===== src/rtl/ft245_ram_uploader_pkg.sv =====
// Shared types and constants for the FT245 capture-RAM uploader.
// Holds the upload FSM state encoding and the byte lane selector.
package ft245_ram_uploader_pkg;

  typedef enum logic [2:0] {
    ST_IDLE,
    ST_RD_WAIT,
    ST_TXE_WAIT,
    ST_WR_HI,
    ST_WR_LO,
    ST_DONE
  } state_t;

  localparam int BYTES_PER_WORD = 4;
  localparam int CNT_W          = 8;

  // Little-endian lane select: lane 0 is bits [7:0].
  function automatic logic [7:0] word_byte(input logic [31:0] w, input logic [1:0] idx);
    case (idx)
      2'd0:    return w[7:0];
      2'd1:    return w[15:8];
      2'd2:    return w[23:16];
      default: return w[31:24];
    endcase
  endfunction

endpackage


===== src/rtl/ft245_ram_uploader_sync_2ff.sv =====
// Two-flop synchronizer for a single asynchronous level input.
// RESET_VAL lets active-low inputs come out of reset in their inactive state.
module sync_2ff #(
  parameter logic RESET_VAL = 1'b1
) (
  input  logic CLK,
  input  logic RST,
  input  logic async_in,
  output logic sync_out
);

  logic meta_q;

  // NOTE: sequential state always uses non-blocking assignments so every flop samples pre-edge values.
  always_ff @(posedge CLK or posedge RST) begin
    if (RST) begin
      meta_q   <= RESET_VAL;
      sync_out <= RESET_VAL;
    end else begin
      meta_q   <= async_in;
      sync_out <= meta_q;
    end
  end

endmodule


===== src/rtl/ft245_ram_uploader.sv =====
// Reads a full capture out of the dual-port RAM after TURN_DONE and streams it
// little-endian, one byte per WR strobe, over the FT245 asynchronous write FIFO.
module ft245_ram_uploader
  import ft245_ram_uploader_pkg::*;
#(
  parameter int ADDR_WIDTH  = 11,
  parameter int SAMPLE_NUM  = 2048,
  parameter int RAM_LATENCY = 1,
  parameter int WR_PULSE    = 3,
  parameter int WR_GAP      = 3
) (
  input  logic                  CLK,
  input  logic                  RST,
  input  logic                  TURN_DONE,
  input  logic                  AUTO_REARM,
  output logic [ADDR_WIDTH-1:0] RAM_RD_ADDR,
  input  logic [31:0]           RAM_DATA_IN,
  input  logic                  FT_TXE_N,
  output logic                  FT_WR,
  output logic [7:0]            FT_DATA,
  output logic                  FT_DATA_OE,
  output logic                  BUSY,
  output logic                  UPLOAD_DONE,
  output logic                  START_TURN,
  output logic                  OVERRUN
);

  localparam logic [CNT_W-1:0]      RD_LAST   = CNT_W'(RAM_LATENCY);
  localparam logic [CNT_W-1:0]      HI_LAST   = CNT_W'(WR_PULSE - 1);
  localparam logic [CNT_W-1:0]      LO_LAST   = CNT_W'(WR_GAP - 1);
  localparam logic [ADDR_WIDTH-1:0] ADDR_LAST = ADDR_WIDTH'(SAMPLE_NUM - 1);
  localparam logic [1:0]            BYTE_LAST = 2'(BYTES_PER_WORD - 1);

  state_t                  state_q, state_d;
  logic [CNT_W-1:0]        cnt_q, cnt_d;
  logic [1:0]              byte_idx_q, byte_idx_d;
  logic [ADDR_WIDTH-1:0]   addr_q, addr_d;
  logic [31:0]             word_q, word_d;
  logic [7:0]              ft_data_q, ft_data_d;
  logic                    overrun_q, overrun_d;
  logic                    txe_s;

  sync_2ff #(.RESET_VAL(1'b1)) u_txe_sync (
    .CLK      (CLK),
    .RST      (RST),
    .async_in (FT_TXE_N),
    .sync_out (txe_s)
  );

  // NOTE: every signal written here gets a default first, so no path can infer a latch.
  always_comb begin
    state_d    = state_q;
    cnt_d      = cnt_q;
    byte_idx_d = byte_idx_q;
    addr_d     = addr_q;
    word_d     = word_q;
    ft_data_d  = ft_data_q;
    overrun_d  = overrun_q | (TURN_DONE && state_q != ST_IDLE);

    case (state_q)
      ST_IDLE: if (TURN_DONE) begin
        addr_d     = '0;
        byte_idx_d = '0;
        cnt_d      = '0;
        state_d    = ST_RD_WAIT;
      end
      // One extra cycle beyond RAM_LATENCY because the RAM samples the new address on the next edge.
      ST_RD_WAIT: if (cnt_q == RD_LAST) begin
        word_d    = RAM_DATA_IN;
        ft_data_d = word_byte(RAM_DATA_IN, byte_idx_q);
        state_d   = ST_TXE_WAIT;
      end else begin
        cnt_d = cnt_q + CNT_W'(1);
      end
      ST_TXE_WAIT: if (!txe_s) begin
        cnt_d   = '0;
        state_d = ST_WR_HI;
      end
      ST_WR_HI: if (cnt_q == HI_LAST) begin
        cnt_d   = '0;
        state_d = ST_WR_LO;
      end else begin
        cnt_d = cnt_q + CNT_W'(1);
      end
      // The gap outlasts the TXE synchronizer, so a FIFO-full reaction to this byte is seen in TXE_WAIT.
      ST_WR_LO: if (cnt_q == LO_LAST) begin
        cnt_d = '0;
        if (byte_idx_q != BYTE_LAST) begin
          byte_idx_d = byte_idx_q + 2'd1;
          ft_data_d  = word_byte(word_q, byte_idx_q + 2'd1);
          state_d    = ST_TXE_WAIT;
        end else if (addr_q != ADDR_LAST) begin
          byte_idx_d = '0;
          addr_d     = addr_q + ADDR_WIDTH'(1);
          state_d    = ST_RD_WAIT;
        end else begin
          state_d = ST_DONE;
        end
      end else begin
        cnt_d = cnt_q + CNT_W'(1);
      end
      ST_DONE: begin
        addr_d  = '0;
        state_d = ST_IDLE;
      end
      default: state_d = ST_IDLE;
    endcase
  end

  // Pad-facing strobes are registered from the next state so they never glitch on state decode.
  always_ff @(posedge CLK or posedge RST) begin
    if (RST) begin
      state_q     <= ST_IDLE;
      cnt_q       <= '0;
      byte_idx_q  <= '0;
      addr_q      <= '0;
      word_q      <= '0;
      ft_data_q   <= '0;
      overrun_q   <= 1'b0;
      FT_WR       <= 1'b0;
      FT_DATA_OE  <= 1'b0;
      BUSY        <= 1'b0;
      UPLOAD_DONE <= 1'b0;
      START_TURN  <= 1'b0;
    end else begin
      state_q     <= state_d;
      cnt_q       <= cnt_d;
      byte_idx_q  <= byte_idx_d;
      addr_q      <= addr_d;
      word_q      <= word_d;
      ft_data_q   <= ft_data_d;
      overrun_q   <= overrun_d;
      FT_WR       <= (state_d == ST_WR_HI);
      FT_DATA_OE  <= state_d inside {ST_TXE_WAIT, ST_WR_HI, ST_WR_LO};
      BUSY        <= state_d inside {ST_RD_WAIT, ST_TXE_WAIT, ST_WR_HI, ST_WR_LO};
      UPLOAD_DONE <= (state_d == ST_DONE);
      START_TURN  <= (state_q == ST_DONE) && AUTO_REARM;
    end
  end

  assign RAM_RD_ADDR = addr_q;
  assign FT_DATA     = ft_data_q;
  assign OVERRUN     = overrun_q;

endmodule


===== config.mk =====
export PLATFORM = sky130hd
export DESIGN_NAME = ft245_ram_uploader
export DESIGN_NICKNAME = d
export VERILOG_FILES = /design/src/rtl/ft245_ram_uploader_pkg.sv /design/src/rtl/ft245_ram_uploader_sync_2ff.sv /design/src/rtl/ft245_ram_uploader.sv
export SDC_FILE = /design/constraint.sdc
export NUM_CORES = 1
export LEC_CHECK = 0
export ABC_AREA = 1
export CORE_MARGIN = 3
export CORE_UTILIZATION = 49
export DETAILED_ROUTE_END_ITERATION = 16
export PLACE_DENSITY = 0.81
export REMOVE_ABC_BUFFERS = 1
export SYNTH_ARGS = -nofsm -noshare
export SYNTH_HDL_FRONTEND = slang
export SYNTH_SLANG_ARGS = --single-unit

===== constraint.sdc =====
create_clock -name CLK -period 3.45 [get_ports CLK]
set_input_delay 0.69 -clock CLK [delete_from_list [all_inputs] [get_ports CLK]]
set_output_delay 0.69 -clock CLK [all_outputs]
set_load 0.01 [all_outputs]

Word-level counts from Yosys, hierarchy flattened. Index checks and enable logic that the tools add are counted.

$add $sub $neg: 3. Reduce and logical (&&, ||, !) cells: 18. Multiplexer cells: 29. Bitwise operators: 1. Equality and inequality tests: 27.

Operators with widths (count): $mux 8 (7); $pmux 8 s3 (2); $mux 11 (4); $pmux 11 s3 (1); $pmux 8 s4 (1); $mux 3 (7); $ne 2x2->1 const B (9); $pmux 8 s2 (1); $pmux 3 s5 (1); $eq 3x2->1 const B (4); $eq 3x3->1 const B (4); $reduce_and 4->1 (3); $add 11x1->11 const B (1); $ne 11x11->1 const B (1); $reduce_bool 3->1 (3); $add 8x1->8 const B (1); $eq 8x1->1 const B (1); $eq 8x2->1 const B (1); $mux 2 (4); $reduce_bool 4->1 (2); $eq 3x1->1 const B (2); $reduce_and 5->1 (1); $eq 2x1->1 const B (2); $eq 2x2->1 const B (2); 10 further kinds (13).

Word-level logic and storage cells: 92. Input port bits: 37. Output and inout port bits: 25. Bits in registers: 72.

Logic depth before layout (Yosys ltp).
Depth in word-level cells: 7. Mapped depth: 10. Depth with buffers taken out: 10.

Cells and area by module. Synthesis repeated with hierarchy kept, for this count alone.

Cell total of the unflattened synthesis: 491. Area, all modules: 3977.6 um^2.

By module, submodules not included: ft245_ram_uploader (area each 3921.3 um^2, cells each 488, times used 1); sync_2ff (area each 56.3 um^2, cells each 3, times used 1).

Worst setup path after synthesis. Ideal clock, no wire load.

Kind: reg-to-reg. Start: register byte_idx_q[0]. End: register ft_data_q[4] (netlist: FT_DATA[4]). Arrival: 1.566 ns. Path slack: 1.820 ns. Path buffers: 2. Clock period less this slack: 1.630 ns. Stages on the path, launching flop included: 10. Cells stage by stage: dfrtp_1 inv_1 ha_1 clkbuf_1 clkbuf_1 a21oi_1 nand3_1 o211ai_1 nand3_1 o21a_1.

Cells in the longest elaborated chain, start to end: 6. Elaborated cells on any way between the ends: 16.

Ends and longest elaborated chain: start: declaration (line ft245_ram_uploader.sv:36) `logic [1:0] byte_idx_q, byte_idx_d;`; start signal: assignment (line ft245_ram_uploader.sv:128) `byte_idx_q <= byte_idx_d;`; $add 2x1->2 (line ft245_ram_uploader.sv:90) `ft_data_d = word_byte(word_q, byte_idx_q + 2'd1);`; $eq 2x2->1 (tied with other cells) (line ft245_ram_uploader_pkg.sv:19) `case (idx)`; $pmux 8 s3 (line ft245_ram_uploader_pkg.sv:19); $mux 8 (line ft245_ram_uploader.sv:88) `if (byte_idx_q != BYTE_LAST) begin`; $mux 8 (line ft245_ram_uploader.sv:86) `ST_WR_LO: if (cnt_q == LO_LAST) begin`; $pmux 8 s2 (line ft245_ram_uploader.sv:60) `case (state_q)`; end signal: assignment (line ft245_ram_uploader.sv:131) `ft_data_q <= ft_data_d;`; end: declaration (line ft245_ram_uploader.sv:39) `logic [7:0] ft_data_q, ft_data_d;`.

Parallel ways exist; a longest one is shown, timed or not. The select of a mux whose other input is x is not followed. A chain may end at the register's enable or synchronous reset.

Worst setup path in the final report.
Start: register cnt_q[1]. End: register word_q[6].

Cells in the longest elaborated chain, start to end: 2.

Ends and longest elaborated chain: start: declaration (line ft245_ram_uploader.sv:35) `logic [CNT_W-1:0] cnt_q, cnt_d;`; start signal: assignment (line ft245_ram_uploader.sv:127) `cnt_q <= cnt_d;`; $eq 8x1->1 (line ft245_ram_uploader.sv:68) `ST_RD_WAIT: if (cnt_q == RD_LAST) begin`; $reduce_and 2->1 (no line); end signal: assignment (line ft245_ram_uploader.sv:130) `word_q <= word_d;`; end: declaration (line ft245_ram_uploader.sv:38) `logic [31:0] word_q, word_d;`.

Every way passes these cells.

==> impl_metrics.py <==
metrics = {
    "floorplanning": {
        "floorplan.initialDensity_pct": 50.8,
        "num_io_pins": 62,
        "core_um2": 7810,
        "die_h_um": 96.0,
        "rows": 32,
        "die_x_um": 96.0,
        "die_area_um2": 9210,
    },
    "critical_path": {
        "arrival_ns": 2.49,
        "setup.worst_path.end_class": "flip-flop",
        "crit_path_frequent_cell": "nand2_1",
        "cp_slowest_cell": "inv_1",
        "worstPathRequired_ns": 3.74,
        "startpoint_type": "flip-flop",
        "crit_path_cell_trace": "inv_1, ha_1, nand2_1, nor2_2, nand2_4, inv_1, nand2_1, nand2_1",
        "slowest_delay_ns": 0.77,
        "cp_max_fo": 36,
        "criticalPathCategory": "flip-flop to flip-flop",
    },
    "synthesis": {
        "synthAdderAreaFrac_pct": 3.15,
        "synth-xor-area-share_pct": 1.99,
        "synth_top_area_share_pct": 44.2,
        "synth_compound_area_share_pct": 9.87,
        "ys_seq_area_share_pct": 45.5,
        "yosys-top-cells-count": "nand2_1 (216), dfrtp_1 (70), nand3_1 (39), inv_1 (32), nor2_1 (29)",
        "ys_seq_elements": 72,
        "synth_most_common_cell": "nand2_1",
        "ys_warn_count": 0,
        "netlist_top_cells_area": "dfrtp_1 (44%), nand2_1 (20%), nand3_1 (4.9%)",
        "async_flop_share_pct": 100,
        "synth_mux_area_share_pct": 0,
        "synth_ff_type": "dfrtp_1",
        "synth_top_family_by_area": "simple AND/OR/NAND/NOR gates",
        "syn_area_um2": 3970,
        "avgSynthCellArea_um2": 7.66,
        "synth_top_cell_by_area": "dfrtp_1",
        "syn_inst": 518,
        "yosys.area_share.simple_pct": 33.5,
        "synth_edf_count": 0,
        "synth_cell_type_count": 33,
    },
    "routing": {
        "wire_per_inst_um": 14.3,
        "dr.pass1.iters": 5,
        "drt_iter0_drc": 258,
        "drcViolationCount": 0,
        "ant_nets": 0,
        "num_vias": 3670,
        "viasPerCell": 5.42,
        "wl_mm": 9.68,
    },
    "layout": {
        "post-route-util_pct": 62.0,
        "multi_input_comb_area_um2": 1930,
        "drive_above_1_share_pct": 6.78,
        "nNetsFinal": 618,
        "antenna_cells": 0,
        "area.sequential_um2": 1800,
        "fillers": 706,
        "syn_to_final_growth_pct": 22.0,
    },
    "sta": {
        "hold_viol": 0,
        "max_freq_mhz": 455,
        "relSlewSlack_pct": 39.0,
        "finalSetupViolCount": 0,
        "finClkSkew_ns": 0.00815,
        "fin_setup_tns_ns": 0,
        "worst_slew_pin_slew_ns": 0.913,
        "period_share_pct": 63.7,
        "report.final.slew_viol_count": 0,
        "fin_crit_ns": 2.20,
        "setup_slack_ns": 1.25,
        "rsz0062_at_grt": "false",
    },
    "global_routing": {
        "grt_overflow": 0,
        "grt.total_usage_pct": 22.4,
        "use_met2_pct": 36.8,
        "grt_use_met3_pct": 3.52,
        "grt_max_degree": 43,
        "grt_pass1_wl_mm": 16.1,
        "antenna_found_initial": 0,
        "grt_pass1_vias": 3510,
        "top_usage_layer": "met2",
        "grtUsageMet1_pct": 29.8,
    },
    "clock_tree": {
        "postCtsSetupRepairBufs": 0,
        "cts_resized": 0,
        "htreeDepth": 3,
        "path_clk_slew_ns": 0.08,
        "cts_tree": "built",
        "cts_sinks": 72,
        "root_buffer": "clkbuf_8",
        "hold_buffers": 0,
        "clockBufferDepth": 2,
        "numCtsBuffers": 9,
        "clk_latency_ns": 0.35,
    },
    "placed_design": {
        "place.gp.congestion": 0.892,
        "place_ws_ns": 1.27,
        "numPortBuffers": 61,
        "hpwlAfterDp_mm": 6.63,
    },
    "power_and_ir_drop": {
        "power_density_nw_per_um2": 674,
        "power.leakage_nw": 2.26,
        "ir_drop_mv": 0.336,
    },
    "min_path": {
        "hp-class": "flip-flop to flip-flop",
    },
    "run_status": {
        "outcome": "completed",
    },
    "job": {
        "max-cap-violations": 0,
    },
}
[path summary, 6_finish.rpt]
path | start | endpoint | slack, ns | cells after the start
setup / recovery | cnt_q[1] | word_q[6] | 1.25 | 8
hold / removal | u_txe_sync.meta_q | u_txe_sync.sync_out | 0.36 | 0
setup reg to reg | cnt_q[1] | word_q[6] | 1.25 | 8
hold reg to reg | u_txe_sync.meta_q | u_txe_sync.sync_out | 0.36 | 0
max in group asynchronous | RST | u_txe_sync.sync_out | 1.98 | 3
min in group asynchronous | RST | word_q[29] | 0.76 | 2
[placed cells by master, fill, tap and decap left out]
master,netlist,final
nand2_1,216,216
xor2_1,7,7
nand2_2,2,2
a21oi_4,1,1
nand2_4,2,2
inv_2,3,4
o21ai_0,12,12
nor3_4,1,1
nand4_1,5,5
inv_1,32,31
bufinv_16,0,2
o21bai_1,1,1
clkbuf_8,0,10
dfstp_2,2,2
nor2_2,6,6
nor2_1,29,29
a21boi_1,1,1
nor2_8,1,1
clkinv_2,0,1
dfrtp_1,70,70
nor3_1,5,5
nor2_4,2,2
o21a_1,8,8
clkinv_4,0,1
clkdlybuf4s50_1,0,61
o211ai_1,20,20
xnor2_1,2,2
nand3_1,39,39
nor3b_1,1,1
nor3_2,1,1
clkinvlp_4,0,1
nand3_2,1,1
ha_1,10,10
buf_12,0,1
a21oi_1,18,18
[routing by layer]
metal / up-vias / share of wire, %
met4: 0 / 1.9
li1: 1762 / -
met5: - / 0
met1: 1720 / 43
met3: 18 / 7.1
met2: 170 / 48
[worst max-delay path, delay by kind of cell, from the launching register on]
kind	cells	cell delay (ns)
adder cells (fa/ha/maj)	1	0.13
buffers and inverters	2	0.85
flip-flops	1	0.41
AND/OR/NAND/NOR	5	0.73
[state kept, by name, summed over array words and instances (netlist names)]
signal,count
OVERRUN,1
RAM_RD_ADDR,11
state_q,3
BUSY,1
cnt_q,8
word_q,32
START_TURN,1
byte_idx_q,2
u_txe_sync.meta_q,1
FT_WR,1
UPLOAD_DONE,1
FT_DATA,8
u_txe_sync.sync_out,1
FT_DATA_OE,1
[where the power goes]
group          switching, mW  leakage (nW)  total [mW]  internal, mW
Combinational          0.713          1.25        1.19         0.476
Sequential             0.193         0.902        1.32          1.13
Clock                  0.324         0.108       0.747         0.423
[metrics by stage]
step | instances | cell area [um^2] | power, mW | hold slack, ns
after global placement | 662 | 4620 | 2.46 | 0.346
after floorplan | 498 | 3860 | 2.09 | 0.345
after global routing | 677 | 4840 | 3.48 | 0.367
after detailed placement | 662 | 4620 | 2.52 | 0.348
after CTS | 677 | 4840 | 3.26 | 0.359
final | 677 | 4840 | 3.26 | 0.360
[cells by family (layout without fill, tap and decap cells)]
kind of cell	Yosys count	after routing
and+or+nand+nor	311	311
DFF	72	72
AOI/OAI and AO/OA	61	61
buffers and inverters	55	112
adders and majority gates	10	10
xor gates and xnor gates	9	9
[layout make-up]
type / instances / share of cell area (%)
clock inverter: 5 / 1.68
tap: 102 / 2.64
timing repair buffer: 62 / 13.0
inverter: 35 / 2.72
multi-input combinational: 391 / 39.8
clock buffer: 10 / 2.84
sequential: 72 / 37.3
Note: power is estimated with default switching activity, not from simulation.
